$ cat config.mk
export PLATFORM = sky130hd
export DESIGN_NAME = mt_writeback_unit
export DESIGN_NICKNAME = d
export VERILOG_FILES = /design/src/rtl/mt_writeback_unit.sv
export SDC_FILE = /design/constraint.sdc
export NUM_CORES = 1
export LEC_CHECK = 0
export CELL_PAD_IN_SITES_DETAIL_PLACEMENT = 0
export CELL_PAD_IN_SITES_GLOBAL_PLACEMENT = 2
export CORE_MARGIN = 2
export CORE_UTILIZATION = 41
export CTS_CLUSTER_SIZE = 8
export DETAILED_ROUTE_END_ITERATION = 7
export GPL_ROUTABILITY_DRIVEN = 0
export PLACE_DENSITY = 0.84
export SKIP_CTS_REPAIR_TIMING = 1
export SLEW_MARGIN = 20
export SYNTH_ARGS = -nofsm -noshare
export SYNTH_HDL_FRONTEND = slang
export SYNTH_SLANG_ARGS = --single-unit
$ cat constraint.sdc
create_clock -name clk -period 7.5 [get_ports clk]
set_input_delay 1.5 -clock clk [delete_from_list [all_inputs] [get_ports clk]]
set_output_delay 1.5 -clock clk [all_outputs]
set_load 0.005 [all_outputs]
$ cat src/rtl/mt_writeback_unit.sv
// rtl/mt_writeback_unit.sv - writeback arbiter merging ALU and load results into one register-file write port
// Optional decode bypass enabled by defining WB_BYPASS_EN.
module mt_writeback_unit #(
  parameter int NUM_THREADS  = 8,
  parameter int BITS_THREADS = $clog2(NUM_THREADS),
  parameter int DATA_WIDTH   = 32,
  parameter int LQ_DEPTH     = 4
) (
  input  logic                    clk,
  input  logic                    rst_n,
  input  logic                    alu_valid,
  input  logic [BITS_THREADS-1:0] alu_tid,
  input  logic [4:0]              alu_rd,
  input  logic [DATA_WIDTH-1:0]   alu_data,
  input  logic                    ld_valid,
  output logic                    ld_ready,
  input  logic [BITS_THREADS-1:0] ld_tid,
  input  logic [4:0]              ld_rd,
  input  logic [DATA_WIDTH-1:0]   ld_data,
`ifdef WB_BYPASS_EN
  input  logic [BITS_THREADS-1:0] tid_read,
  input  logic [4:0]              a1,
  input  logic [4:0]              a2,
  input  logic [DATA_WIDTH-1:0]   rf_rd1,
  input  logic [DATA_WIDTH-1:0]   rf_rd2,
  output logic [DATA_WIDTH-1:0]   byp_rd1,
  output logic [DATA_WIDTH-1:0]   byp_rd2,
`endif
  output logic                    write_enable,
  output logic [BITS_THREADS-1:0] tid_write,
  output logic [4:0]              a3,
  output logic [DATA_WIDTH-1:0]   wd3
);

  localparam int PTR_W = (LQ_DEPTH > 1) ? $clog2(LQ_DEPTH) : 1;
  localparam int CNT_W = PTR_W + 1;

  logic [BITS_THREADS-1:0] lq_tid  [LQ_DEPTH];
  logic [4:0]              lq_rd   [LQ_DEPTH];
  logic [DATA_WIDTH-1:0]   lq_data [LQ_DEPTH];
  logic [PTR_W-1:0]        head;
  logic [PTR_W-1:0]        tail;
  logic [CNT_W-1:0]        count;

  logic alu_win;
  logic ld_acc;
  logic lq_empty;
  logic head_win;
  logic ld_win;
  logic push;
  logic pop;

  // Readiness comes from the registered count only; a same-cycle pop earns no credit.
  assign ld_ready = rst_n && (count < CNT_W'(LQ_DEPTH));

  // rd==0 results are swallowed here so they never occupy the queue or the port.
  assign alu_win  = alu_valid && (alu_rd != 5'd0);
  assign ld_acc   = ld_valid && ld_ready && (ld_rd != 5'd0);
  assign lq_empty = (count == '0);
  assign head_win = !alu_win && !lq_empty;
  assign ld_win   = !alu_win && lq_empty && ld_acc;
  assign push     = ld_acc && !ld_win;
  assign pop      = head_win;

  always_ff @(posedge clk) begin
    if (!rst_n) begin
      write_enable <= 1'b0;
      tid_write    <= '0;
      a3           <= '0;
      wd3          <= '0;
      head         <= '0;
      tail         <= '0;
      count        <= '0;
    end else begin
      write_enable <= alu_win || head_win || ld_win;
      if (alu_win) begin
        tid_write <= alu_tid;
        a3        <= alu_rd;
        wd3       <= alu_data;
      end else if (head_win) begin
        tid_write <= lq_tid[head];
        a3        <= lq_rd[head];
        wd3       <= lq_data[head];
      end else if (ld_win) begin
        tid_write <= ld_tid;
        a3        <= ld_rd;
        wd3       <= ld_data;
      end
      if (push) tail <= tail + 1'b1;
      if (pop)  head <= head + 1'b1;
      count <= count + CNT_W'(push) - CNT_W'(pop);
    end
  end

  // Queue storage needs no reset: push is impossible while rst_n is low.
  always_ff @(posedge clk) begin
    if (push) begin
      lq_tid[tail]  <= ld_tid;
      lq_rd[tail]   <= ld_rd;
      lq_data[tail] <= ld_data;
    end
  end

`ifdef WB_BYPASS_EN
  assign byp_rd1 = (write_enable && (tid_write == tid_read) && (a3 == a1) && (a1 != 5'd0)) ? wd3 : rf_rd1;
  assign byp_rd2 = (write_enable && (tid_write == tid_read) && (a3 == a2) && (a2 != 5'd0)) ? wd3 : rf_rd2;
`endif

endmodule

==> impl_metrics.tcl, run 1 <==
set metrics [dict create \
    run_status "finished, final reports clean" \
    crit_family "buffers and inverters" \
    cp_num_buf_inv 3 \
    core_area_mm2 0.02036 \
    power.ir.vdd_worst_uv 199.8 \
    max_slew_margin_pct 28.84 \
    die_width_um 148.5 \
    pre_cts_ws_ns 2.685 \
    synthesis.instances 532 \
    timing_worst_slew_pin_value_ns 1.067 \
    synthDominantCellAreaShare_pct 56.15 \
    start_kind "input port" \
    multiInputGateArea_mm2 0.002552 \
    die-area_mm2 0.02204 \
    layout.area.seq_mm2 0.005813 \
    grt_util_all_layers_pct 18.26 \
    design.portCount 126 \
    clock_tree.root_cell "sky130_fd_sc_hd__clkbuf_16" \
    postSynthNetCount 623 \
    critical_path.reg2reg.startpoint "count[1]" \
    reg2reg_end "count[2]" \
    yosys-top-cells-count "160 x sky130_fd_sc_hd__edfxtp_1, 50 x sky130_fd_sc_hd__dfxtp_1, 40 x sky130_fd_sc_hd__mux4_2, 25 x sky130_fd_sc_hd__nor3_1, 25 x sky130_fd_sc_hd__o21ai_0" \
    totalNegativeSetupSlack_ns 0 \
    final.period_utilization_pct 59.74 \
    fp-row-count 52 \
    pin_count_of_the_biggest_net_entering_global_routing 62 \
    share_of_async_settable_or_async_resettable_flops_after_synthesis_pct 0 \
    critPathMaxFanout 61 \
    drv_cap 0 \
    tritoncts "yes" \
    met3WireLength_mm 1.040 \
    ys_warn_count 0 \
    finalNetCount 743 \
    r2r.worst_path.cells 10 \
    synth_seq_cells 210 \
    final.setup.worst_slack_ns 3.020 \
    grt_setup_unrepaired "no" \
    slowest_cell_on_the_critical_path "sky130_fd_sc_hd__clkdlybuf4s50_1" \
    detail_route.wl_per_cell_um 21.42 \
    drc 0 \
    synth-edff-count 160 \
    worstSkewPairLatency_ns 0.53 \
    shortest_period_the_worst_path_allows_ns 4.480 \
    max_freq_mhz 223.2 \
    timing_hold_violations_final 0 \
    count_of_nets_left_with_antenna_violations_after_detail_routing 0 \
    io_buffers 125 \
    starting_density_of_the_core_pct 42.02 \
    synthFlopType "sky130_fd_sc_hd__edfxtp_1" \
    cellLeakagePower_nw 3.492 \
    post-synth-top-count-cell "sky130_fd_sc_hd__edfxtp_1" \
    cts.sink_count 210 \
    wirelength_mm 20.24 \
    synth_area_mm2 0.008557 \
    drive_gt1_share_pct 15.11 \
    cts-buffers-inserted 30 \
    finalCoreUtilization_pct 53.39 \
    required_ns 6.00 \
    hold_path_startpoint "head[1]" \
    die_height_um 148.5 \
    post_synthesis_mean_instance_area_um2 16.08 \
    final_design_area_no_fill_mm2 0.01087 \
    timing_max_transition_violations_final 0 \
    clock_path_buffers 3 \
    cp_cell_sequence "buf_2 -> buf_4 -> nor2b_1 -> clkdlybuf4s50_1" \
    highest-signal-layer "met4" \
    met2_length_mm 10.02 \
    detail_route.first_pass.iterations 5 \
    critPathMaxStageDelay_ns 0.59 \
    ys_seq_area_share_pct 67.85 \
    antennaDiodeCount 0 \
    post_drt_via_cell_ratio 5.554 \
    timing.hold.worst_path_depth 2 \
    clk_transition_reported_paths_ns 0.05 \
    setup_viol 0 \
    finClkSkew_ns 0.01134 \
    gr_overflow_total 0 \
    route.vias.total 5249 \
    number_of_global_route_vias_before_repair 5470 \
    synth_area_leader_cell "sky130_fd_sc_hd__edfxtp_1" \
    cts-htree-levels 1 \
    synth.top_cells.by_area "sky130_fd_sc_hd__edfxtp_1 56%, sky130_fd_sc_hd__dfxtp_1 12%, sky130_fd_sc_hd__mux4_2 11%" \
    final.fill_count 1656 \
    hold_path_class "reg -> reg" \
    dr.first_iter.drc_count 286 \
    antenna_found_initial 0 \
    power_per_cell_area_mw_per_mm2 319.8 \
    regToRegSetupSlack_ns 4.53 \
    wirelength_met1_mm 8.698 \
    placed_area_mm2 0.009985 \
    area_growth_syn_to_layout_pct 27.07 \
    path_class "in -> out" \
    arrival_ns 2.98 \
    place_hpwl_mm 12.34 \
    endpoint_kind "primary output" \
    grt_pass1_wl_mm 31.13 \
    ys_types 40 \
]
worst min-delay path, delay by kind of cell, from the launching register on:
kind | cells | cell delay (ns)
DFF | 1 | 0.30
muxes | 1 | 0.07
and+or+nand+nor | 1 | 0.06
state kept, by name, indices dropped and copies added, names as in the netlist, named ones only:
signal and cells:
tid_write 3, count 3, a3 5, lq_tid 12, lq_data 128, write_enable 1, head 2, tail 2
lq_rd 20, wd3 32
through the flow:
stage / std cells / hold WS (ns) / total power (W)
after floorplan: 532 / 0.4489 / 0.001954
after global placement: 890 / 0.4517 / 0.002264
after detailed placement: 890 / 0.4626 / 0.002281
after CTS: 945 / 0.4794 / 0.003511
after global routing: 945 / 0.5154 / 0.003629
final: 945 / 0.4819 / 0.003477
cell usage in the layout, fill, tap and decap left out, types with 3 or more instances in the layout:
cell and instances:
sky130_fd_sc_hd__a211oi_1 22, sky130_fd_sc_hd__dfxtp_1 48, sky130_fd_sc_hd__mux4_2 40, sky130_fd_sc_hd__a21oi_1 6, sky130_fd_sc_hd__clkbuf_16 31, sky130_fd_sc_hd__and3_4 3, sky130_fd_sc_hd__nand2_1 21, sky130_fd_sc_hd__nor3_1 24
sky130_fd_sc_hd__nor4_1 3, sky130_fd_sc_hd__o2bb2ai_1 22, sky130_fd_sc_hd__edfxtp_1 160, sky130_fd_sc_hd__clkbuf_1 23, sky130_fd_sc_hd__clkdlybuf4s50_1 124, sky130_fd_sc_hd__nand3_1 20, sky130_fd_sc_hd__o221ai_2 10, sky130_fd_sc_hd__o21ai_0 25
sky130_fd_sc_hd__ha_1 6, sky130_fd_sc_hd__buf_4 4, sky130_fd_sc_hd__nor2_1 24, sky130_fd_sc_hd__mux2i_1 17, sky130_fd_sc_hd__inv_1 6, sky130_fd_sc_hd__o221ai_1 6
cells by family after synthesis:
| group | Yosys count | share of synthesized area (%) |
|---|---|---|
| muxes | 57 | 12.52 |
| xor gates and xnor gates | 2 | 0.2047 |
| AOI/OAI and AO/OA | 103 | 9.665 |
| buffers and inverters | 47 | 2.763 |
| and+or+nand+nor | 106 | 5.893 |
| adders and majority gates | 7 | 1.111 |
| DFF | 210 | 67.85 |
cell type report:
cell class | count | share of cell area [%]
clock inverter | 1 | 0.08055
tap | 270 | 3.107
inverter | 6 | 0.2071
clock buffer | 54 | 7.929
timing repair buffer | 129 | 11.74
multi-input combinational | 275 | 23.48
sequential | 210 | 53.46
layer usage:
layer	vias to the layer above	GRT usage (%)
met2	161	30.93
li1	2385	-
met4	0	5.143
met1	2666	24.65
met3	37	2.883
met5	-	0
how the worst max path moves through the flow:
stage	from	endpoint	slack (ns)	cells past startpoint
4_1_cts	rst_n	ld_ready	3.02	4
2_1_floorplan	rst_n	lq_data[0][0]	3.59	6
3_5_place_dp	rst_n	lq_data[2][30]	2.68	6
6_report	rst_n	ld_ready	3.02	4
3_3_place_gp	rst_n	lq_rd[3][1]	2.78	6
5_1_grt	rst_n	ld_ready	2.96	4
where the power goes:
part           switching, W  internal, W
combinational      0.000373     0.000398
clock              0.000463     0.000763
sequential         0.000116      0.00136
(Power assumes the default switching activity.)
==> run 2, diff against run 1 <==
- CORE_UTILIZATION: 41 -> 39
- PLACE_DENSITY: 0.84 -> 0.8
- clock period: 7.5 -> 4.4 ns (I/O delays scaled with it)
==> run 2 against run 1 <==
Clock skew is 0.0016 ns higher. Register-to-register slack worse by 2.8 ns. Total power is 71% higher. Via count is 0.90% lower. Critical path type is now in -> reg.
==> impl_metrics.tcl, run 2 (synthesized netlist as in run 1, its figures left out) <==
set metrics [dict create \
    route.vias.total 5202 \
    run_status "finished, final reports clean" \
    cts-htree-levels 1 \
    drc 0 \
    reg_top3 "lq_data (128), wd3 (32), lq_rd (20)" \
    reg2reg_end "count[2]" \
    setup_viol 0 \
    gr_overflow_total 0 \
    hold_path_startpoint "head[1]" \
    tritoncts "yes" \
    count_of_nets_left_with_antenna_violations_after_detail_routing 0 \
    final.setup.worst_slack_ns 1.260 \
    detail_route.first_pass.iterations 5 \
    place_hpwl_mm 12.11 \
    most-common-layout-cells "160 x sky130_fd_sc_hd__edfxtp_1, 124 x sky130_fd_sc_hd__clkdlybuf4s50_1, 48 x sky130_fd_sc_hd__dfxtp_1" \
    power.ir.vdd_worst_uv 379.7 \
    critical_path.reg2reg.startpoint "count[2]" \
    final.fill_count 1811 \
    timing_worst_slew_pin_value_ns 0.8197 \
    finClkSkew_ns 0.01298 \
    finalNonFillerCells 962 \
    worstSkewPairLatency_ns 0.52 \
    io_buffers 125 \
    antennaDiodeCount 0 \
    path_class "in -> reg" \
    timing_max_transition_violations_final 0 \
    antenna_found_initial 0 \
    cts-buffers-inserted 30 \
    core_area_mm2 0.02169 \
    clk_transition_reported_paths_ns 0.05 \
    final.period_utilization_pct 71.36 \
    dr.first_iter.drc_count 331 \
    drive_gt1_share_pct 15.98 \
    start_kind "input port" \
    post_drt_via_cell_ratio 5.407 \
    clock_tree.root_cell "sky130_fd_sc_hd__clkbuf_16" \
    wirelength_mm 20.18 \
    hold_path_class "reg -> reg" \
    totalNegativeSetupSlack_ns 0 \
    dp_cells 906 \
    drv_cap 0 \
    timing.hold.worst_path_depth 2 \
    die_height_um 152.1 \
    required_ns 4.81 \
    design.portCount 126 \
    critPathMaxStageDelay_ns 0.59 \
    timing_hold_violations_final 0 \
    max_freq_mhz 318.5 \
    largest_reg_flops 128 \
    max_slew_margin_pct 45.36 \
    cts.sink_count 210 \
    shortest_period_the_worst_path_allows_ns 3.140 \
    layout_commonest_cell "sky130_fd_sc_hd__edfxtp_1" \
    cp_cell_sequence "clkdlybuf4s50_1 -> or4_4 -> o211a_2 -> nand2_1 -> ha_1 -> inv_1 -> ha_1 -> fa_1 -> xnor2_1 -> xnor2_1 -> nor2_1" \
    die_width_um 152.1 \
    pin_count_of_the_biggest_net_entering_global_routing 61 \
    arrival_ns 3.55 \
    crit_family "simple AND/OR/NAND/NOR gates" \
    grt_setup_unrepaired "no" \
    pre_cts_ws_ns 0.7385 \
    endpoint_kind "register" \
    number_of_global_route_vias_before_repair 5610 \
    slowest_cell_on_the_critical_path "sky130_fd_sc_hd__or4_4" \
    cellLeakagePower_nw 3.533 \
    starting_density_of_the_core_pct 39.45 \
    regToRegSetupSlack_ns 1.76 \
    area_growth_syn_to_layout_pct 27.99 \
    fp-row-count 54 \
    detail_route.wl_per_cell_um 20.98 \
    cp.depth 11 \
    grt_pass1_wl_mm 31.77 \
    power_per_cell_area_mw_per_mm2 543.9 \
    grt_util_all_layers_pct 17.37 \
    cp_num_buf_inv 2 \
    critPathMaxFanout 10 \
    clock_path_buffers 3 \
    die-area_mm2 0.02314 \
    r2r.worst_path.cells 10 \
    top_register "lq_data" \
    finalNetCount 750 \
]
-- run 2: changes by cell type in the layout (fill, tap and decap cells not counted) --
cell,before,now
sky130_fd_sc_hd__or3_4,1,0
sky130_fd_sc_hd__a21oi_4,1,0
sky130_fd_sc_hd__buf_4,4,9
sky130_fd_sc_hd__or3_2,0,1
sky130_fd_sc_hd__buf_12,0,2
sky130_fd_sc_hd__a21oi_2,0,1
-- run 2: power breakdown --
part	internal (W)	switching [W]	total [W]
Combinational	0.000692	0.000664	0.00136
Sequential	0.00232	0.000185	0.00251
Clock	0.00130	0.000790	0.00209
Total	0.00432	0.00164	0.00596
-- run 2: how the worst max path moves through the flow --
stage	from	endpoint	slack, ns
after global placement	ld_rd[1]	count[2]	0.76
after floorplan	rst_n	lq_data[0][0]	1.11
after detailed placement	ld_rd[1]	count[2]	0.74
after global routing	alu_rd[4]	count[2]	1.16
final	ld_rd[1]	count[2]	1.26
after CTS	ld_rd[1]	count[2]	1.28
-- run 2: worst register-to-register path: stages (launching register included) --
cell and delay [ns]:
sky130_fd_sc_hd__dfxtp_1 0.38, sky130_fd_sc_hd__nor2b_1 0.36, sky130_fd_sc_hd__o211a_2 0.41, sky130_fd_sc_hd__nand2_1 0.09, sky130_fd_sc_hd__ha_1 0.31, sky130_fd_sc_hd__inv_1 0.04
sky130_fd_sc_hd__ha_1 0.18, sky130_fd_sc_hd__fa_1 0.38, sky130_fd_sc_hd__xnor2_1 0.19, sky130_fd_sc_hd__xnor2_1 0.14, sky130_fd_sc_hd__nor2_1 0.05
-- run 2: layer usage --
metal / vias up / track usage [%] / part of all wire (%)
met2: 147 / 29.49 / 50
met1: 2629 / 23.64 / 44
met5: - / 0 / 0
met3: 30 / 2.653 / 4.8
li1: 2396 / - / -
met4: 0 / 4.228 / 1.8
-- run 2: through the flow --
step | total power (W) | util, % | hold slack (ns) | cell area [µm²]
after floorplan | 0.003331 | - | 0.4489 | 8557
after global placement | 0.003900 | 46.33 | 0.4510 | 10050
after detailed placement | 0.003919 | 46.33 | 0.4685 | 10050
after CTS | 0.006016 | 50.34 | 0.4782 | 10920
after global routing | 0.006230 | 50.50 | 0.5452 | 10950
final | 0.005957 | 50.50 | 0.4890 | 10950
-- run 2: final cells by class --
class	instances	area, µm²	share of cell area (%)
repair buffers	136	1354	12.36
flip-flops and latches	210	5813	53.08
inverters	6	22.52	0.2056
clock inverters	1	8.758	0.07997
multi-input cells	275	2541	23.20
clock buffers	54	862.1	7.872
well taps	280	350.3	3.199
